==> src/rtl/xor_accum_pkg.sv <==
// Shared types and helpers for the streaming XOR/parity frame accumulator.
package xor_accum_pkg;

   // Control states: collecting words, or holding a finished result.
   typedef enum logic {
      ST_ACC  = 1'b0,
      ST_HOLD = 1'b1
   } state_e;

   // Width of a counter able to hold 0..max_words inclusive.
   function automatic int cw_f(input int max_words);
      return $clog2(max_words + 1);
   endfunction

endpackage

==> src/rtl/nor_xor2.sv <==
// Two-input XOR built only from NOR primitives (five gates).
module nor_xor2 (
   output logic s,
   input  logic a,
   input  logic b
);

   logic n_ab;    // ~(a|b)
   logic n_a;     // ~a & b
   logic n_b;     // a & ~b
   logic xn;      // xnor(a,b)

   nor g0 (n_ab, a, b);
   nor g1 (n_a, a, n_ab);
   nor g2 (n_b, b, n_ab);
   nor g3 (xn, n_a, n_b);
   nor g4 (s, xn, xn);

endmodule

==> src/rtl/xor_frame_accum.sv <==
// Streaming accumulator: folds a frame of words into one XOR word plus parity.
// Datapath is NOR-based XOR cells; control is a two-state handshake FSM.
module xor_frame_accum
   import xor_accum_pkg::*;
#(
   parameter int WIDTH     = 4,
   parameter int MAX_WORDS = 4,
   parameter int ODD       = 0,
   localparam int CW       = cw_f(MAX_WORDS)
) (
   input  logic             clk,
   input  logic             rst_n,
   input  logic             clear,
   input  logic             in_valid,
   output logic             in_ready,
   input  logic [WIDTH-1:0] in_data,
   input  logic             in_last,
   output logic             out_valid,
   input  logic             out_ready,
   output logic [WIDTH-1:0] out_xor,
   output logic             out_parity,
   output logic [CW-1:0]    out_count,
   output logic             out_err
);

   state_e           state_q, state_d;
   logic [WIDTH-1:0] acc_q, acc_d;
   logic [CW-1:0]    count_q, count_d;
   logic             ov_q, ov_d;
   logic [WIDTH-1:0] ox_q, ox_d;
   logic             op_q, op_d;
   logic [CW-1:0]    oc_q, oc_d;
   logic             oe_q, oe_d;

   logic [WIDTH-1:0] nx;       // acc ^ in_data
   logic [WIDTH-1:0] par_c;    // running parity chain over nx
   logic             par_w;    // final parity incl. ODD
   logic             odd_b;
   logic [CW-1:0]    cnt_inc;

   assign odd_b   = (ODD != 0);
   assign cnt_inc = count_q + CW'(1);

   // Per-bit accumulator update
   for (genvar i = 0; i < WIDTH; i++) begin : g_acc
      nor_xor2 u_acc (.s(nx[i]), .a(acc_q[i]), .b(in_data[i]));
   end

   // Parity: fold nx down to one bit, then apply the odd/even selector
   assign par_c[0] = nx[0];
   for (genvar i = 1; i < WIDTH; i++) begin : g_par
      nor_xor2 u_par (.s(par_c[i]), .a(par_c[i-1]), .b(nx[i]));
   end
   nor_xor2 u_odd (.s(par_w), .a(par_c[WIDTH-1]), .b(odd_b));

   assign in_ready   = (state_q == ST_ACC);
   assign out_valid  = ov_q;
   assign out_xor    = ox_q;
   assign out_parity = op_q;
   assign out_count  = oc_q;
   assign out_err    = oe_q;

   // Next-state logic: clear beats everything, then accept/close or result handshake
   always_comb begin
      state_d = state_q;
      acc_d   = acc_q;
      count_d = count_q;
      ov_d    = ov_q;
      ox_d    = ox_q;
      op_d    = op_q;
      oc_d    = oc_q;
      oe_d    = oe_q;
      if (clear) begin
         state_d = ST_ACC;
         acc_d   = '0;
         count_d = '0;
         ov_d    = 1'b0;
         ox_d    = '0;
         op_d    = 1'b0;
         oc_d    = '0;
         oe_d    = 1'b0;
      end else begin
         case (state_q)
            ST_ACC: begin
               if (in_valid) begin
                  if (in_last || (cnt_inc == CW'(MAX_WORDS))) begin
                     // Close: publish result, restart accumulation
                     ox_d    = nx;
                     op_d    = par_w;
                     oc_d    = cnt_inc;
                     oe_d    = ~in_last;
                     ov_d    = 1'b1;
                     acc_d   = '0;
                     count_d = '0;
                     state_d = ST_HOLD;
                  end else begin
                     acc_d   = nx;
                     count_d = cnt_inc;
                  end
               end
            end
            ST_HOLD: begin
               // Result stays stable until taken; no accept this cycle
               if (out_ready) begin
                  ov_d    = 1'b0;
                  state_d = ST_ACC;
               end
            end
            default: state_d = ST_ACC;
         endcase
      end
   end

   // State and output registers, async active-low reset
   always_ff @(posedge clk or negedge rst_n) begin
      if (!rst_n) begin
         state_q <= ST_ACC;
         acc_q   <= '0;
         count_q <= '0;
         ov_q    <= 1'b0;
         ox_q    <= '0;
         op_q    <= 1'b0;
         oc_q    <= '0;
         oe_q    <= 1'b0;
      end else begin
         state_q <= state_d;
         acc_q   <= acc_d;
         count_q <= count_d;
         ov_q    <= ov_d;
         ox_q    <= ox_d;
         op_q    <= op_d;
         oc_q    <= oc_d;
         oe_q    <= oe_d;
      end
   end

endmodule

==> config.mk <==
export PLATFORM = sky130hd
export DESIGN_NAME = xor_frame_accum
export DESIGN_NICKNAME = d
export VERILOG_FILES = /design/src/rtl/xor_accum_pkg.sv /design/src/rtl/nor_xor2.sv /design/src/rtl/xor_frame_accum.sv
export SDC_FILE = /design/constraint.sdc
export NUM_CORES = 1
export LEC_CHECK = 0
export ABC_AREA = 1
export CAP_MARGIN = 15
export CORE_MARGIN = 3
export CORE_UTILIZATION = 48
export CTS_BUF_LIST = sky130_fd_sc_hd__clkbuf_16
export DETAILED_ROUTE_END_ITERATION = 8
export PLACE_DENSITY = 0.76
export SKIP_CTS_REPAIR_TIMING = 1
export SLEW_MARGIN = 25
export SYNTH_ARGS = -nofsm -noshare
export SYNTH_HDL_FRONTEND = slang
export SYNTH_SLANG_ARGS = --single-unit
==> constraint.sdc <==
create_clock -name clk -period 1.4 [get_ports clk]
set_input_delay 0.28 -clock clk [delete_from_list [all_inputs] [get_ports clk]]
set_output_delay 0.28 -clock clk [all_outputs]
set_load 0.05 [all_outputs]
### After elaboration in Yosys (flattened, before gate mapping)

Index checks and enable logic that the tools add are counted.

| storage, ports and cells | value |
|---|---|
| logic and storage cells | 105 |
| output and inout bits | 11 |
| input port bits | 10 |
| register bits after elaboration | 18 |

| cells by class | value |
|---|---|
| mux-type cells | 34 |
| equality and inequality tests | 5 |
| bitwise operators | 51 |
| reduce and logical (&&, ||, !) cells | 6 |
| $add $sub $neg | 1 |

Operator list:

| kind | count |
|---|---|
| $mux 4 | 8 |
| $or 1x1->1 | 28 |
| $mux 3 | 8 |
| $not 1->1 | 23 |
| $mux 1 | 16 |
| $ne 3x3->1 const B | 2 |
| $reduce_and 3->1 | 2 |
| $pmux 1 s2 | 2 |
| $reduce_bool 2->1 | 2 |
| $add 3x1->3 const B | 1 |
| $eq 3x3->1 const B | 1 |
| $ne 3x2->1 const B | 1 |
| $ne 2x2->1 const B | 1 |
| $reduce_and 2->1 | 1 |
| $logic_or 1x1->1 | 1 |

### Longest topological paths before layout

| depth | value |
|---|---|
| depth in word-level cells | 24 |
| depth in mapped cells | 9 |
| depth with buffers taken out | 9 |

### Hierarchy

Synthesis repeated with hierarchy kept, for this count alone.

| unflattened totals | value |
|---|---|
| cell total of the unflattened synthesis | 143 |
| area total of the unflattened synthesis | 1026.0 um2 |

By module, submodules not included:

| module | cells each | times used | area each (um2) | seq. area each (um2) |
|---|---|---|---|---|
| xor_frame_accum | 103 | 1 | 875.8 | 450.4 |
| nor_xor2 | 5 | 8 | 18.8 | 0.0 |

### Worst setup path after synthesis

No wires, ideal clock.

| timing | value |
|---|---|
| path type | register to register |
| start point | register count_q[0] |
| end point | register acc_q[3] |
| setup slack | 0.110 ns |
| arrival time | 1.164 ns |
| setup time | 0.126 ns |
| clock period less this slack | 1.290 ns |
| cell stages (with the launch flop) | 9 |
| buffers on the path | 1 |
| required time | 1.274 ns |
| cells stage by stage | dfrtp_1 -> ha_1 -> nand2_1 -> nand3_1 -> nand2_1 -> buf_4 -> inv_2 -> nand3_1 -> o21ai_0 |

| on the way | value |
|---|---|
| longest elaborated chain between the ends | 7 |

Ends and longest elaborated chain:

| element | RTL line | source |
|---|---|---|
| start: declaration | xor_frame_accum.sv:28 | `logic [CW-1:0] count_q, count_d;` |
| start signal: assignment | xor_frame_accum.sv:128 | `count_q <= count_d;` |
| $add 3x1->3 | xor_frame_accum.sv:42 | `assign cnt_inc = count_q + CW'(1);` |
| $eq 3x3->1 | xor_frame_accum.sv:86 | `if (in_last \|\| (cnt_inc == CW'(MAX_WORDS))) begin` |
| $logic_or 1x1->1 | xor_frame_accum.sv:86 |  |
| $mux 4 | xor_frame_accum.sv:86 |  |
| $mux 4 | xor_frame_accum.sv:85 | `if (in_valid) begin` |
| $mux 4 | xor_frame_accum.sv:83 | `case (state_q)` |
| $mux 4 | xor_frame_accum.sv:73 | `if (clear) begin` |
| end signal: assignment | xor_frame_accum.sv:118 | `acc_q <= '0;` |
| end signal: assignment | xor_frame_accum.sv:127 | `acc_q <= acc_d;` |
| end: declaration | xor_frame_accum.sv:27 | `logic [WIDTH-1:0] acc_q, acc_d;` |

No other way between the ends. The select of a mux whose other input is x is not followed.
A chain may end at the register's enable or synchronous reset.

### Worst setup path in the final report

| timing | value |
|---|---|
| start point | input clear |
| end point | register count_q[2] |

| on the way | value |
|---|---|
| longest elaborated chain between the ends | 2 |
| elaborated cells on any way between the ends | 4 |
| classes of those cells | eq/ne: 1; mux: 1; reduce/logical: 2 |

Ends and longest elaborated chain:

| element | RTL line | source |
|---|---|---|
| start: declaration | xor_frame_accum.sv:13 | `input logic clear,` |
| $ne 2x2->1 (no line) / $reduce_bool 2->1 (equally long branches) | n/a |  |
| $reduce_and 2->1 (no line) | n/a |  |

Parallel ways exist; a longest one is shown, timed or not.

==> flow_metrics.tcl <==
set metrics [dict create \
    status "finished, final reports clean" \
    fin_total_pwr_mw 1.54 \
    core_um2 1800 \
    crit_arrival_ns 1.55 \
    power_per_cell_area_nw_per_um2 993 \
    drtPass1Iterations 4 \
    grt_usage_pct 23.3 \
    max_stage_delay_ns 0.50 \
    ctsRootBufferMaster "clkbuf_16" \
    routed_wl_mm 2.97 \
    slowest_stage "clkdlybuf4s50_1" \
    whs_ns 0.368 \
    synth-warning-count 0 \
    synth_nets 139 \
    grt_pass1_wl_mm 4.40 \
    setup_viol 0 \
    grt_remaining_overflow 0 \
    die_h_um 50.5 \
    syn_inst 127 \
    tightest_slew_ns 0.335 \
    timing.slew.headroom_pct 77.7 \
    hold_viol 0 \
    grt_max_degree 19 \
    clk_pin_slew_ns 0.05 \
    rsz0062_at_grt "yes" \
    die_x_um 50.5 \
    r2r_end "acc_q[3]$_DFFE_PN0P_" \
    clk-insertion-delay-late_ns 0.25 \
    fin_ws_ns 0.0246 \
    fin_crit_sh_pct 98.2 \
    p_leak_nw 0.800 \
    crit_path_start "clear" \
    drv_cap 0 \
    rrSetupSlack_ns 0.04 \
    start_kind "input pin" \
    antenna_found_initial 0 \
    instances_no_fill 192 \
    fillers 90 \
    rows 15 \
    syn_area_per_cell_um2 7.48 \
    drc 0 \
    area_growth_pct 63.4 \
    cp.required_ns 1.57 \
    htreeDepth 1 \
    pre_cts_slack_ns -0.172 \
    post_drt_via_cell_ratio 5.41 \
    hold_path_class "input pin to async pin" \
    drtAntennaViolNets 0 \
    synth-seq-area-share_pct 47.4 \
    cp_max_fo 4 \
    final_util_pct 86.1 \
    crit_type "input pin to flip-flop" \
    clock_sinks 18 \
    cp_cell_sequence "clkdlybuf4s50_1 > nor3_2 > buf_4 > nand3_1 > o22ai_2" \
    rr_worst_depth 9 \
    ys_ff_latch 18 \
    min_period_ns 1.38 \
    cts_tree "done" \
    max_freq_ghz 0.727 \
    vdd_drop_max_v 0.000913 \
    drive_gt1_share_pct 26.9 \
    crit_buf_inv 2 \
    synth.top_cell.area_share_pct 47.4 \
    gp_congestion 0.801 \
    path_delay_family "buffers and inverters" \
    ctsLongestPathBuffers 2 \
    io_buffers 20 \
    final_max_slew_viol_count 0 \
    drt-initial-drc-count 45 \
    synth_top_cell_by_area "dfrtp_1" \
    synth_cell_types 17 \
    diodes 0 \
    dp_hpwl_mm 1.90 \
    ios 21 \
    synth.cell_area_um2 950 \
    nets 180 \
    start_util_pct 52.7 \
    wire_per_inst_um 15.5 \
    fp.dieArea_um2 2550 \
    r2r-start "count_q[1]$_DFFE_PN0P_" \
    vias 1039 \
    placedCellCount 185 \
    ys_top_cells_by_area "dfrtp_1 47%, nand2_1 21%, inv_1 7.1%" \
    endpoint_kind "flip-flop" \
    cts-buffers-inserted 3 \
    grt_pass1_vias 976 \
    fin_skew_ns 0.00278 \
]
## flip-flops by register name, summed over array words and instances, names as in the netlist
| name | count |
|---|---|
| acc_q | 4 |
| count_q | 3 |
| out_count | 3 |
| out_err | 1 |
| out_parity | 1 |
| out_valid | 1 |
| out_xor | 4 |
| state_q | 1 |
## cell usage in the layout, fill, tap and decap left out, types with 2 or more instances in the layout
| cell | n |
|---|---|
| dfrtp_1 | 18 |
| nand3_1 | 12 |
| o21ai_2 | 2 |
| buf_12 | 12 |
| inv_2 | 2 |
| nand4_1 | 4 |
| buf_4 | 16 |
| clkbuf_16 | 3 |
| nand2_2 | 2 |
| o21ai_1 | 5 |
| nand2_1 | 51 |
| inv_1 | 17 |
| clkdlybuf4s50_1 | 9 |
## where the power goes
group / total [mW] / switching (mW) / internal, mW
logic: 0.384 / 0.209 / 0.175
registers: 0.579 / 0.0311 / 0.548
clock network: 0.578 / 0.198 / 0.380
total: 1.54 / 0.438 / 1.10
## worst max path at each step
stage                              to  slack, ns  depth (start not counted)
2_1_floorplan    acc_q[3]$_DFFE_PN0P_       0.11                          8
3_3_place_gp   count_q[1]$_DFFE_PN0P_      -0.08                          5
3_5_place_dp     acc_q[3]$_DFFE_PN0P_      -0.17                          5
4_1_cts        out_xor[3]$_DFFE_PN0P_      -0.15                          8
5_1_grt          acc_q[3]$_DFFE_PN0P_      -0.07                          9
6_report       count_q[2]$_DFFE_PN0P_       0.02                          5
## final cells by class
class	instances	area [um^2]	area share, %
Tap cell	25	31.3	2.02
Clock buffer	3	75.1	4.84
Timing Repair Buffer	38	462	29.8
Multi-Input combinational cell	87	452	29.1
Inverter	20	77.6	5.00
Sequential cell	18	450	29.0
Clock inverter	1	3.75	0.242
## Yosys cell counts
| master | n |
|---|---|
| a21oi_1 | 1 |
| buf_2 | 1 |
| buf_4 | 2 |
| dfrtp_1 | 18 |
| ha_1 | 2 |
| inv_1 | 18 |
| inv_2 | 2 |
| nand2_1 | 53 |
| nand2_2 | 1 |
| nand3_1 | 13 |
| nand4_1 | 4 |
| nor3_2 | 1 |
| o21a_1 | 1 |
| o21ai_0 | 6 |
| o21ai_2 | 2 |
| o22ai_1 | 1 |
| o31ai_1 | 1 |
## through the flow
stage                     TNS, ns  area (um^2)
after floorplan                 0          950
after global placement     -0.737         1400
after detailed placement    -2.17         1400
after CTS                   -1.49         1480
after global routing       -0.646         1550
final                           0         1550
## kinds of logic (layout without fill, tap and decap cells)
logic type,Yosys count,after routing,share of synthesized area [%]
fa+ha+maj,2,2,2.63
flops,18,18,47.4
simple gates,72,72,32.1
buf+inv,23,62,10.0
compound gates,12,13,7.77
## per-layer routing
layer	part of all wire, %	track usage (%)
met2	50	40.9
met3	6.9	2.97
met4	2.9	12.1
met1	40	27.7
met5	0	0
No activity file was read; power rests on OpenSTA's default activity.
